### src/rtl/bcast_pkg.sv
// -----------------------------------------------------------------------------
// bcast_pkg
//   Shared types and constants for the bcast_fork broadcast stage.
//   - bcast_state_t : top-level FSM state (IDLE = nothing pending,
//                     BUSY = held word still owed to at least one branch)
//   - ENABLE/DISABLE: single-bit logic levels used for the pending flags
// -----------------------------------------------------------------------------
package bcast_pkg;

  typedef enum logic {
    BC_IDLE = 1'b0,
    BC_BUSY = 1'b1
  } bcast_state_t;

  localparam logic ENABLE  = 1'b1;
  localparam logic DISABLE = 1'b0;

endpackage : bcast_pkg

### src/rtl/bcast_lane.sv
// -----------------------------------------------------------------------------
// bcast_lane
//   One output branch of the broadcast fork. Holds the branch's pending bit,
//   which is this branch's out_valid, and reports when the branch handshakes.
//
//   Ports:
//     clk        in   clock, rising edge
//     reset_     in   asynchronous active-low reset
//     load       in   a new word is being accepted this cycle
//     load_bit   in   destination-mask bit for this branch (sampled on load)
//     out_ready  in   consumer ready for this branch
//     out_valid  out  word pending on this branch
//     done       out  branch handshake completes this cycle
// -----------------------------------------------------------------------------
module bcast_lane
  import bcast_pkg::*;
(
  input  logic clk,
  input  logic reset_,
  input  logic load,
  input  logic load_bit,
  input  logic out_ready,
  output logic out_valid,
  output logic done
);

  logic pend_q;

  // out_ready is ignored while nothing is pending.
  assign done      = pend_q & out_ready;
  assign out_valid = pend_q;

  // NOTE: sequential state uses non-blocking assignments so every flop samples
  // pre-edge values; blocking here would create order-dependent races.
  always_ff @(posedge clk or negedge reset_) begin
    if (!reset_) begin
      pend_q <= DISABLE;
    end else if (load) begin
      // A load wins over a same-cycle completion: the old word has finished
      // (the top only loads when nothing would stall) and the new bit takes over.
      pend_q <= load_bit;
    end else if (done) begin
      pend_q <= DISABLE;
    end
  end

endmodule : bcast_lane

### src/rtl/bcast_fork.sv
// -----------------------------------------------------------------------------
// bcast_fork
//   Registered one-to-many broadcast stage. Accepts one DATA-wide word per
//   input handshake and presents it on every branch selected by in_mask;
//   each branch completes independently on its own valid/ready handshake.
//   A new word is accepted as soon as every still-pending branch is ready,
//   giving one word per cycle when consumers keep up.
//
//   Parameters:
//     OUT   number of output branches (>= 1)
//     DATA  data width in bits
//
//   Ports:
//     clk        in   clock, rising edge
//     reset_     in   asynchronous active-low reset
//     in_valid   in   input word valid
//     in_ready   out  input accepted when in_valid & in_ready
//     in_data    in   word to broadcast
//     in_mask    in   destination select, bit i = deliver to branch i
//     out_valid  out  per-branch valid
//     out_ready  in   per-branch ready
//     out_data   out  per-branch data (the same held word on every branch)
//     busy       out  a held word still has at least one delivery pending
// -----------------------------------------------------------------------------
module bcast_fork
  import bcast_pkg::*;
#(
  parameter int OUT  = 4,
  parameter int DATA = 16
) (
  input  logic                      clk,
  input  logic                      reset_,
  input  logic                      in_valid,
  output logic                      in_ready,
  input  logic [DATA-1:0]           in_data,
  input  logic [OUT-1:0]            in_mask,
  output logic [OUT-1:0]            out_valid,
  input  logic [OUT-1:0]            out_ready,
  output logic [OUT-1:0][DATA-1:0]  out_data,
  output logic                      busy
);

  bcast_state_t    state_q;
  logic [DATA-1:0] data_q;
  logic [OUT-1:0]  done_v;
  logic [OUT-1:0]  pend_left;
  logic            accept;

  // Branches that would still be pending after this cycle's handshakes.
  assign pend_left = out_valid & ~done_v;

  // Combinational from out_ready so the final handshake of one word and the
  // accept of the next can share a cycle (full throughput).
  assign in_ready = (state_q == BC_IDLE) || (pend_left == '0);
  assign accept   = in_valid & in_ready;
  assign busy     = (state_q == BC_BUSY);

  for (genvar i = 0; i < OUT; i++) begin : g_lane
    bcast_lane u_lane (
      .clk       (clk),
      .reset_    (reset_),
      .load      (accept),
      .load_bit  (in_mask[i]),
      .out_ready (out_ready[i]),
      .out_valid (out_valid[i]),
      .done      (done_v[i])
    );

    assign out_data[i] = data_q;
  end

  // NOTE: data_q is reset even though out_valid gates it, so out_data reads a
  // defined zero after reset instead of whatever the flops powered up with.
  always_ff @(posedge clk or negedge reset_) begin
    if (!reset_) begin
      state_q <= BC_IDLE;
      data_q  <= '0;
    end else if (accept) begin
      // A zero mask still loads data_q but leaves nothing pending: word dropped.
      data_q  <= in_data;
      state_q <= (|in_mask) ? BC_BUSY : BC_IDLE;
    end else if (pend_left == '0) begin
      state_q <= BC_IDLE;
    end
  end

endmodule : bcast_fork

### config.mk
export PLATFORM = sky130hd
export DESIGN_NAME = bcast_fork
export DESIGN_NICKNAME = d
export VERILOG_FILES = /design/src/rtl/bcast_pkg.sv /design/src/rtl/bcast_lane.sv /design/src/rtl/bcast_fork.sv
export SDC_FILE = /design/constraint.sdc
export NUM_CORES = 1
export LEC_CHECK = 0
export ABC_AREA = 1
export CORE_MARGIN = 5
export CORE_UTILIZATION = 34
export DETAILED_ROUTE_END_ITERATION = 7
export HOLD_SLACK_MARGIN = 0.05
export PLACE_DENSITY = 0.8
export SLEW_MARGIN = 20
export SYNTH_ARGS = -nofsm -noshare
export SYNTH_HDL_FRONTEND = slang
export SYNTH_HIERARCHICAL = 1
export SYNTH_SLANG_ARGS = --single-unit
### constraint.sdc
create_clock -name clk -period 1.95 [get_ports clk]
set_input_delay 0.195 -clock clk [delete_from_list [all_inputs] [get_ports clk]]
set_output_delay 0.195 -clock clk [all_outputs]
set_load 0.01 [all_outputs]
# After elaboration in Yosys (flattened, before gate mapping)
# Index checks and enable logic that the tools add are counted.
[word_totals]
wordCells = 33
in_bits = 27
regBits = 21
out_inout_bits = 70
[op_classes]
muxes = 11
reduce_logical = 8
bitwise = 8
[op_table]
columns = ["operator", "n"]
rows = [
  ["$mux W1", 11],
  ["$reduce_bool A2 Y1", 5],
  ["$and A1 B1 Y1", 5],
  ["$and A4 B4 Y4", 1],
  ["$logic_not A4 Y1", 1],
  ["$not A4 Y4", 1],
  ["$reduce_or A4 Y1", 1],
  ["$logic_or A1 B1 Y1", 1],
  ["$not A1 Y1", 1],
]

# Longest topological paths before layout
# Gate-level depths: netlist (run 1).
[logic_depth]
depth_word = 7
ltp_mapped = 12

# Cells and area by module
# Netlist (run 1), hierarchy kept.
[modules_own_cells]
columns = ["module", "seq_area_each_um2", "area_per_inst_um2", "n_inst", "cells_each"]
rows = [
  ["bcast_fork", 425.4, 1103.6, 1, 133],
  ["bcast_lane", 25.0, 52.6, 4, 8],
]

# Least setup slack after synthesis (run 1)
# OpenSTA, ideal clock, no wires.
[synth_path]
path_kind = "register to register"
startpoint = "register g_lane[3].u_lane.pend_q"
endpoint = "register g_lane[3].u_lane.pend_q"
path_slack_ns = 0.351
stages_incl_launch_ff = 13
period_less_slack_ns = 1.599
arrival_ns = 1.482
required_time_ns = 1.832
path_cell_list = "dfrtp_1 > nand2_1 > inv_1 > inv_1 > nand2_2 > nand2_2 > o21ai_4 > nand2_4 > buf_6 > inv_1 > inv_1 > nand3_1 > nand2_1"
[synth_between]
elab_chain_cells = 7
word_cells_on_any_way = 8
[synth_rtl]
columns = ["element", "line", "source"]
rows = [
  ["start, declared", "bcast_lane.sv:27", "logic pend_q;"],
  ["start signal, assigned", "bcast_lane.sv:41", "pend_q <= load_bit;"],
  ["$and A1 B1 Y1 (*)", "bcast_lane.sv:30", "assign done = pend_q & out_ready;"],
  ["net done_v[3]", "bcast_fork.sv:45", "logic [OUT-1:0] done_v;"],
  ["$not A4 Y4 (*)", "bcast_fork.sv:50", "assign pend_left = out_valid & ~done_v;"],
  ["$and A4 B4 Y4 (*)", "bcast_fork.sv:50", ""],
  ["$logic_not A4 Y1 (*)", "bcast_fork.sv:54", "assign in_ready = (state_q == BC_IDLE) || (pend_left == '0);"],
  ["$logic_or A1 B1 Y1 (*)", "bcast_fork.sv:54", ""],
  ["$and A1 B1 Y1 (*)", "bcast_fork.sv:55", "assign accept = in_valid & in_ready;"],
  ["net accept", "bcast_fork.sv:47", "logic accept;"],
  ["$mux W1 or $reduce_bool A2 Y1 (tied branches)", "-", ""],
]
# The timed path passes the listed nets; every way through them passes the cells marked *.
# A chain may end at the register's enable or synchronous reset.

# Worst setup path in the final report (run 1)
[layout_path]
startpoint = "input out_ready[3]"
endpoint = "register g_lane[1].u_lane.pend_q"
[layout_between]
elab_chain_cells = 7
word_cells_on_any_way = 8
[layout_rtl]
columns = ["element", "line", "source"]
rows = [
  ["start, declared", "bcast_fork.sv:38", "input logic [OUT-1:0] out_ready,"],
  ["$and A1 B1 Y1 (*)", "bcast_lane.sv:30", ""],
  ["net done_v[3]", "bcast_fork.sv:45", ""],
  ["$not A4 Y4 (*)", "bcast_fork.sv:50", ""],
  ["$and A4 B4 Y4 (*)", "bcast_fork.sv:50", ""],
  ["$logic_not A4 Y1 (*)", "bcast_fork.sv:54", ""],
  ["$logic_or A1 B1 Y1 (*)", "bcast_fork.sv:54", ""],
  ["$and A1 B1 Y1 (*)", "bcast_fork.sv:55", ""],
  ["net accept", "bcast_fork.sv:47", ""],
  ["$mux W1 or $reduce_bool A2 Y1 (tied branches)", "-", ""],
  ["end signal, assigned", "bcast_lane.sv:41", ""],
  ["end, declared", "bcast_lane.sv:27", ""],
]
# Marked as above.

==> metrics.md, run 1 <==
| Metric | Value |
|---|---|
| Largest net degree at the start of global routing | `22` |
| Most common cell in the netlist | `buf_4` |
| Mean area per synthesized cell | `approximately 8 sq um` |
| # clock sinks | `21` |
| VDD IR max | `0.716 mV` |
| Pre-CTS WS | `0.0804 ns` |
| Clock Skew | `0.00214 ns` |
| Slew margin rel. | `0.826` |
| Final worst slack | `0.381 ns` |
| Leakage | `0.000969 uW` |
| Worst flop-to-flop path endpoint | `g_lane[1].u_lane/out_valid$_DFFE_PN0P_` |
| Routed WL | `3270 um` |
| First-pass GRT wire length | `5140 um` |
| DRC viols | `0` |
| Reg-to-reg startpoint | `g_lane[1].u_lane/out_valid$_DFFE_PN0P_` |
| Post-CTS setup buffers | `0` |
| Clock buffer depth | `2` |
| Flop2flop setup slack | `0.38 ns` |
| Worst Setup Start Kind | `primary input` |
| Layout cells sized above 1 | `0.0553` |
| # diodes | `0` |
| F_max | `637 MHz` |
| Worst Reg2Reg Path Length in Cells | `12` |
| Crit Path Max Fanout | `18` |
| Crit path time final | `1.57 ns` |
| Final Wtd Congestion | `about 0.64` |
| Final setup viols | `0` |
| Syn-to-layout area delta | `54.1%` |
| Worst setup path startpoint | `out_ready[3]` |
| Register clock-pin slew on the reported worst setup and hold paths | `0.08 ns` |
| Dpl cells | `261` |
| GRT Total Usage | `0.125` |
| Final Total Pwr | `3400 uW` |
| Antenna violations before repair | `0` |
| Fin crit share | `0.805` |
| CTS tree | `done` |
| Post-synth ARST share | `1.00` |
| IO Pins | `97` |
| Core Region | `3720 sq um` |
| RSZ-0062 raised after global routing | `no` |
| Synth cell types | `12` |
| Synthesized netlist cell count | `roughly 170` |
| TritonRoute pass-1 iters | `3` |
| Vias | `1067` |
| PortBufs | `between 90 and 100` |
| Mapped Area | `between 1000 and 1500 sq um` |
| Global route total overflow | `0` |
| Die area | `5210 sq um` |
| Final hold violation count | `0` |
| Mapped Nets | `192` |
| Final net count | `approximately 250` |
| Main synth FF type | `dfrtp_1` |
| ANT nets after route | `0` |
| Critical Path RT | `roughly 2.1 ns` |
| EDFF count, synth | `0` |
| Layout fillers | `349` |
| Hold Path Class | `in -> async` |
| DR iter-0 viols | `37` |
| Worst-skew pair later-pin latency | `0.26 ns` |
| Routed wire length per instance | `12.3 um` |
| Via/cell ratio | `4.03` |
| Yosys reg bits | `21` |
| Synth cell count leaders | `49 x buf_4, 48 x nand2_1, 21 x dfrtp_1` |
| FP Rows | `22` |
| Die Span Y | `between 70 and 80 um` |
| CTS Buf Count | `3` |
| Crit path DAT | `1.72 ns` |
| Post-synthesis sequential area ratio | `0.400` |
| Top cells by area, synth | `dfrtp_1 40%, buf_4 28%, nand2_1 14%` |
| Yosys warns | `6` |
| Total of max-cap violations | `0` |
| H-tree depth reported by CTS | `1` |
| Slew @ Worst Pin | `0.259 ns` |
| Critical path endpoint category | `register` |
| Clk root buf | `clkbuf_8` |
| Die Wd | `72.2 um` |
| Hold WS | `0.278 ns` |
| DP HPWL | `between 2000 and 3000 um` |
| Status | `completed` |
| Synth area leader | `dfrtp_1` |
| Post-synth top area share | `0.400` |
| CP endpoint | `g_lane[1].u_lane/out_valid$_DFFE_PN0P_` |
| Power per cell area | `1680 nW/um^2` |
| Final Max Slew Viols | `0` |
| Initial Util | `0.354` |
| Non-filler cells, final | `between 200 and 300` |
| Vias in the first global route | `roughly 1000` |
| Setup tns final | `0 ns` |
| Critical path class | `in -> reg` |
## critical path, stage by stage
cell,delay (ns)
clkdlybuf4s50_1,0.48
nand2_1,0.05
inv_1,0.04
inv_1,0.04
nand2_2,0.05
nand2_2,0.06
o21ai_4,0.14
buf_4,0.24
nand2_4,0.06
inv_1,0.16
inv_1,0.06
nand3_1,0.08
nand2_1,0.05
## timing repair
| item | in CTS | in global routing |
|---|---|---|
| endpoints found under the setup margin | 0 | 1 |
| gates resized for setup | 0 | 1 |
| hold buffers | 0 | 0 |
## metal layers
layer	GRT usage	routed length, um	up-vias
li1	-	-	556
met1	0.143	1210	465
met2	0.236	1800	44
met3	0.0208	230	2
met4	0.0376	25	0
met5	0	0	-
## placed cells by master, fill, tap and decap left out
| cell type | count |
|---|---|
| buf_4 | 4 |
| o21ai_0 | 1 |
| o21ai_4 | 1 |
| nand2_4 | 1 |
| clkdlybuf4s50_1 | 95 |
| clkbuf_8 | 3 |
| nor4_1 | 1 |
| nand2_2 | 2 |
| inv_1 | 18 |
| dlymetal6s2s_1 | 1 |
| clkinv_2 | 1 |
| nand3_1 | 20 |
| nand2_1 | 48 |
| dfrtp_1 | 21 |
## registers in the layout, indices dropped and copies added, names as in the netlist
name	count
g_lane.u_lane/out_valid	4
busy	1
data_q	16
## cell families after synthesis
group	Yosys count	synth area share
AO/OA/AOI/OAI	2	0.0162
buffers and inverters	70	0.348
flip-flops	21	0.400
AND/OR/NAND/NOR	72	0.236
## worst min path at each step
stage | slack [ns] | cells after the start | to | startpoint
CTS | 0.28 | 2 | g_lane[2].u_lane/out_valid$_DFFE_PN0P_ | reset_
finish | 0.28 | 2 | g_lane[3].u_lane/out_valid$_DFFE_PN0P_ | reset_
floorplan | -0.10 | 0 | busy$_DFFE_PN0P_ | reset_
global route | 0.31 | 2 | g_lane[2].u_lane/out_valid$_DFFE_PN0P_ | reset_
global placement | 0.52 | 2 | data_q[9]$_DFFE_PN0P_ | data_q[9]$_DFFE_PN0P_
detailed placement | 0.53 | 2 | data_q[1]$_DFFE_PN0P_ | data_q[1]$_DFFE_PN0P_
## through the flow
stage | area, sq um | util
2_1_floorplan | 1310 | -
3_3_place_gp | 1980 | 0.532
3_5_place_dp | 1980 | 0.532
4_1_cts | 2020 | 0.544
5_1_grt | 2020 | 0.545
6_report | 2020 | 0.545
## area by class of cell
class | count | area, sq um | share of cell area
inverters | 18 | 67.6 | 0.0334
clock inverters | 1 | 5.00 | 0.00247
multi-input cells | 74 | 332 | 0.164
well taps | 48 | 60.1 | 0.0297
clock buffers | 3 | 41.3 | 0.0204
flip-flops and latches | 21 | 526 | 0.260
repair buffers | 100 | 993 | 0.491
## where the power goes
group / total, uW / internal (uW) / leakage, uW / switching, uW
clock network: 284 / 142 / 0.0000255 / 142
logic: 2250 / 1330 / 0.000684 / 924
registers: 861 / 630 / 0.000260 / 231
Power figures use the tool's default switching activity.
==> run 2, diff against run 1 <==
clock period = 1.6 ns   (was 1.95 ns; I/O delays follow)
==> metrics.md, run 2 (same netlist as run 1, synthesis figures left out) <==
| Metric | Value |
|---|---|
| Status | `completed` |
| Slew @ Worst Pin | `0.282 ns (+0.0232 ns)` |
| # clock sinks | `21 (unchanged)` |
| Clock Skew | `0.00528 ns (+0.00314 ns)` |
| Buf/Inv on CP | `4 (-2)` |
| CTS Buf Count | `3 (unchanged)` |
| Flop2flop setup slack | `0.17 ns (-0.21 ns)` |
| Core Region | `3720 sq um (unchanged)` |
| RSZ-0062 raised after global routing | `no` |
| Antenna violations before repair | `0 (unchanged)` |
| Register clock-pin slew on the reported worst setup and hold paths | `0.07 ns (about the same)` |
| Worst Reg2Reg Path Length in Cells | `11 (-1)` |
| Via/cell ratio | `4.11 (+2.0%)` |
| Die area | `5210 sq um (unchanged)` |
| Dpl cells | `262 (+0.38%)` |
| Crit path top cell by count | `nand2_1` |
| H-tree depth reported by CTS | `1 (unchanged)` |
| Hold WS | `0.246 ns (-0.0318 ns)` |
| Final Max Slew Viols | `0 (unchanged)` |
| Area after DPL | `1980 sq um (+0.38%)` |
| Final Wtd Congestion | `0.673 (+5.0%)` |
| Cell Chain, Critical Path | `nand2_1 > inv_1 > inv_1 > nand2_2 > nand2_2 > o21ai_4 > buf_4 > nand2_4 > buf_4 > nand2_1 > nand2_1` |
| Fin crit share | `0.891` |
| Power per cell area | `2050 nW/um^2 (+22%)` |
| Vias in the first global route | `1058 (+4.5%)` |
| Non-filler cells, final | `266 (+0.38%)` |
| ANT nets after route | `0 (unchanged)` |
| Die Span Y | `72.2 um (unchanged)` |
| Final net count | `246 (+0.41%)` |
| Final Total Pwr | `4150 uW (+22%)` |
| Vias | `1092 (+2.3%)` |
| Finished Core Util | `0.545 (+0.000674)` |
| Crit Path Max Fanout | `16 (-2)` |
| Worst setup path startpoint | `g_lane[3].u_lane/out_valid$_DFFE_PN0P_` |
| Most frequent cells in the layout | `95 x clkdlybuf4s50_1, 48 x nand2_1, 21 x dfrtp_1, 20 x nand3_1, 17 x inv_1` |
| Die Wd | `72.2 um (unchanged)` |
| Final setup viols | `0 (unchanged)` |
| FP Rows | `22 (unchanged)` |
| Layout cells sized above 1 | `0.0642 (+0.00892)` |
| Commonest non-fill, non-tap cell in the layout | `clkdlybuf4s50_1` |
| Number of flip-flops in the largest register | `16 (unchanged)` |
| Routed WL | `3220 um (-1.5%)` |
| Largest net degree at the start of global routing | `22 (unchanged)` |
| Crit path DAT | `1.57 ns (-0.15 ns)` |
| Final hold violation count | `0 (unchanged)` |
| # diodes | `0 (unchanged)` |
| CP delay by family, top | `buffers and inverters` |
| IO Pins | `97 (unchanged)` |
| First-pass GRT wire length | `5240 um (+2.0%)` |
| Critical path endpoint category | `register` |
| TritonRoute pass-1 iters | `4 (+1)` |
| PortBufs | `96 (unchanged)` |
| Critical Path RT | `1.74 ns (-0.36 ns)` |
| Reg-to-reg startpoint | `g_lane[3].u_lane/out_valid$_DFFE_PN0P_` |
| Initial Util | `0.354 (unchanged)` |
| VDD IR max | `0.685 mV (-4.3%)` |
| Post-CTS setup buffers | `0 (unchanged)` |
| Routed wire length per instance | `12.1 um (-1.8%)` |
| Clk root buf | `clkbuf_8` |
| Worst flop-to-flop path endpoint | `data_q[12]$_DFFE_PN0P_` |
| CTS Hold Buffers Added | `0 (unchanged)` |
| Design area | `2030 sq um (+0.12%)` |
| DRC viols | `0 (unchanged)` |
| Crit path time final | `1.43 ns` |
| Syn-to-layout area delta | `54.3%` |
| F_max | `702 MHz` |
| Slew margin rel. | `0.812 (-0.0139)` |
| Crit-path slowest cell | `dfrtp_1` |
| GRT Total Usage | `0.126 (+0.000397)` |
| Crit-path max cell delay | `0.40 ns (-0.08 ns)` |
| CTS tree | `done` |
| Biggest register | `data_q` |
| Hold Path Class | `in -> async` |
| Leakage | `0.000957 uW (-1.3%)` |
| Global route total overflow | `0 (unchanged)` |
| Total of max-cap violations | `0 (unchanged)` |
| Worst-skew pair later-pin latency | `0.25 ns (about the same)` |
| Critical path class | `reg -> reg` |
| Worst Setup Start Kind | `register` |
| DP HPWL | `2560 um (-4.0%)` |
| DR iter-0 viols | `19 (-49%)` |
| Clock buffer depth | `2 (unchanged)` |
-- run 2: cell count changes in the layout (fill, tap and decap cells not counted) --
cell | previous run | this run
buf_4 | 4 | 5
clkbuf_1 | 0 | 1
clkbuf_2 | 0 | 1
clkinv_2 | 1 | 0
clkinvlp_4 | 0 | 1
dlymetal6s2s_1 | 1 | 0
inv_1 | 18 | 17
-- run 2: worst max path at each step --
stage                                              to  slack (ns)  depth (start not counted)
6_report                       data_q[12]$_DFFE_PN0P_        0.17                         11
3_3_place_gp                                 in_ready       -0.17                          8
4_1_cts                                      in_ready        0.04                          7
5_1_grt                         data_q[2]$_DFFE_PN0P_        0.02                         10
3_5_place_dp                                 in_ready       -0.18                          8
2_1_floorplan  g_lane[3].u_lane/out_valid$_DFFE_PN0P_      0.0006                         12
-- run 2: per-layer routing --
metal / GRT usage / vias up / share of wire
met5: 0 / - / 0
met4: 0.0313 / 0 / 0.0078
met3: 0.0332 / 2 / 0.067
met2: 0.236 / 44 / 0.55
met1: 0.139 / 489 / 0.37
li1: - / 557 / -
-- run 2: metrics by stage --
stage / TNS (ns) / setup WS, ns
detailed placement: -1.30 / -0.180
global route: 0 / 0.0177
CTS: 0 / 0.0420
global placement: -0.956 / -0.170
finish: 0 / 0.175
floorplan: 0 / 0.000633
-- run 2: report_power, final --
group	switching [uW]	internal [uW]	leakage [uW]
clock	157	177	0.0000228
combinational	1140	1630	0.000674
sequential	276	769	0.000260
total	1580	2580	0.000957
-- run 2: layout make-up --
type | count | area [sq um]
inverter | 18 | 71.3
timing repair buffer | 101 | 993
fill | 372 | 1690
sequential | 21 | 526
clock buffer | 4 | 45.0
tap | 48 | 60.1
multi-input combinational | 74 | 332
-- run 2: worst register-to-register path, cell delays in order (launching register included) --
cell and delay, ns:
dfrtp_1 0.40, nand2_1 0.07, inv_1 0.05, inv_1 0.04, nand2_2 0.05, nand2_2 0.07, o21ai_4 0.14, buf_4 0.13
nand2_4 0.05, buf_4 0.20, nand2_1 0.08, nand2_1 0.05
-- run 2: what timing repair did --
item / 4_1_cts / 5_1_grt
gates cloned: 0 / 0
pin swaps: 0 / 0
resized for setup: 1 / 3
endpoints found under the setup margin: 1 / 4
==> run 3, diff against run 2 <==
HOLD_SLACK_MARGIN = 0.1   (was 0.05)
==> results of run 3 <==
Same layout as run 2: the final DEF is identical, and so are final timing and power.
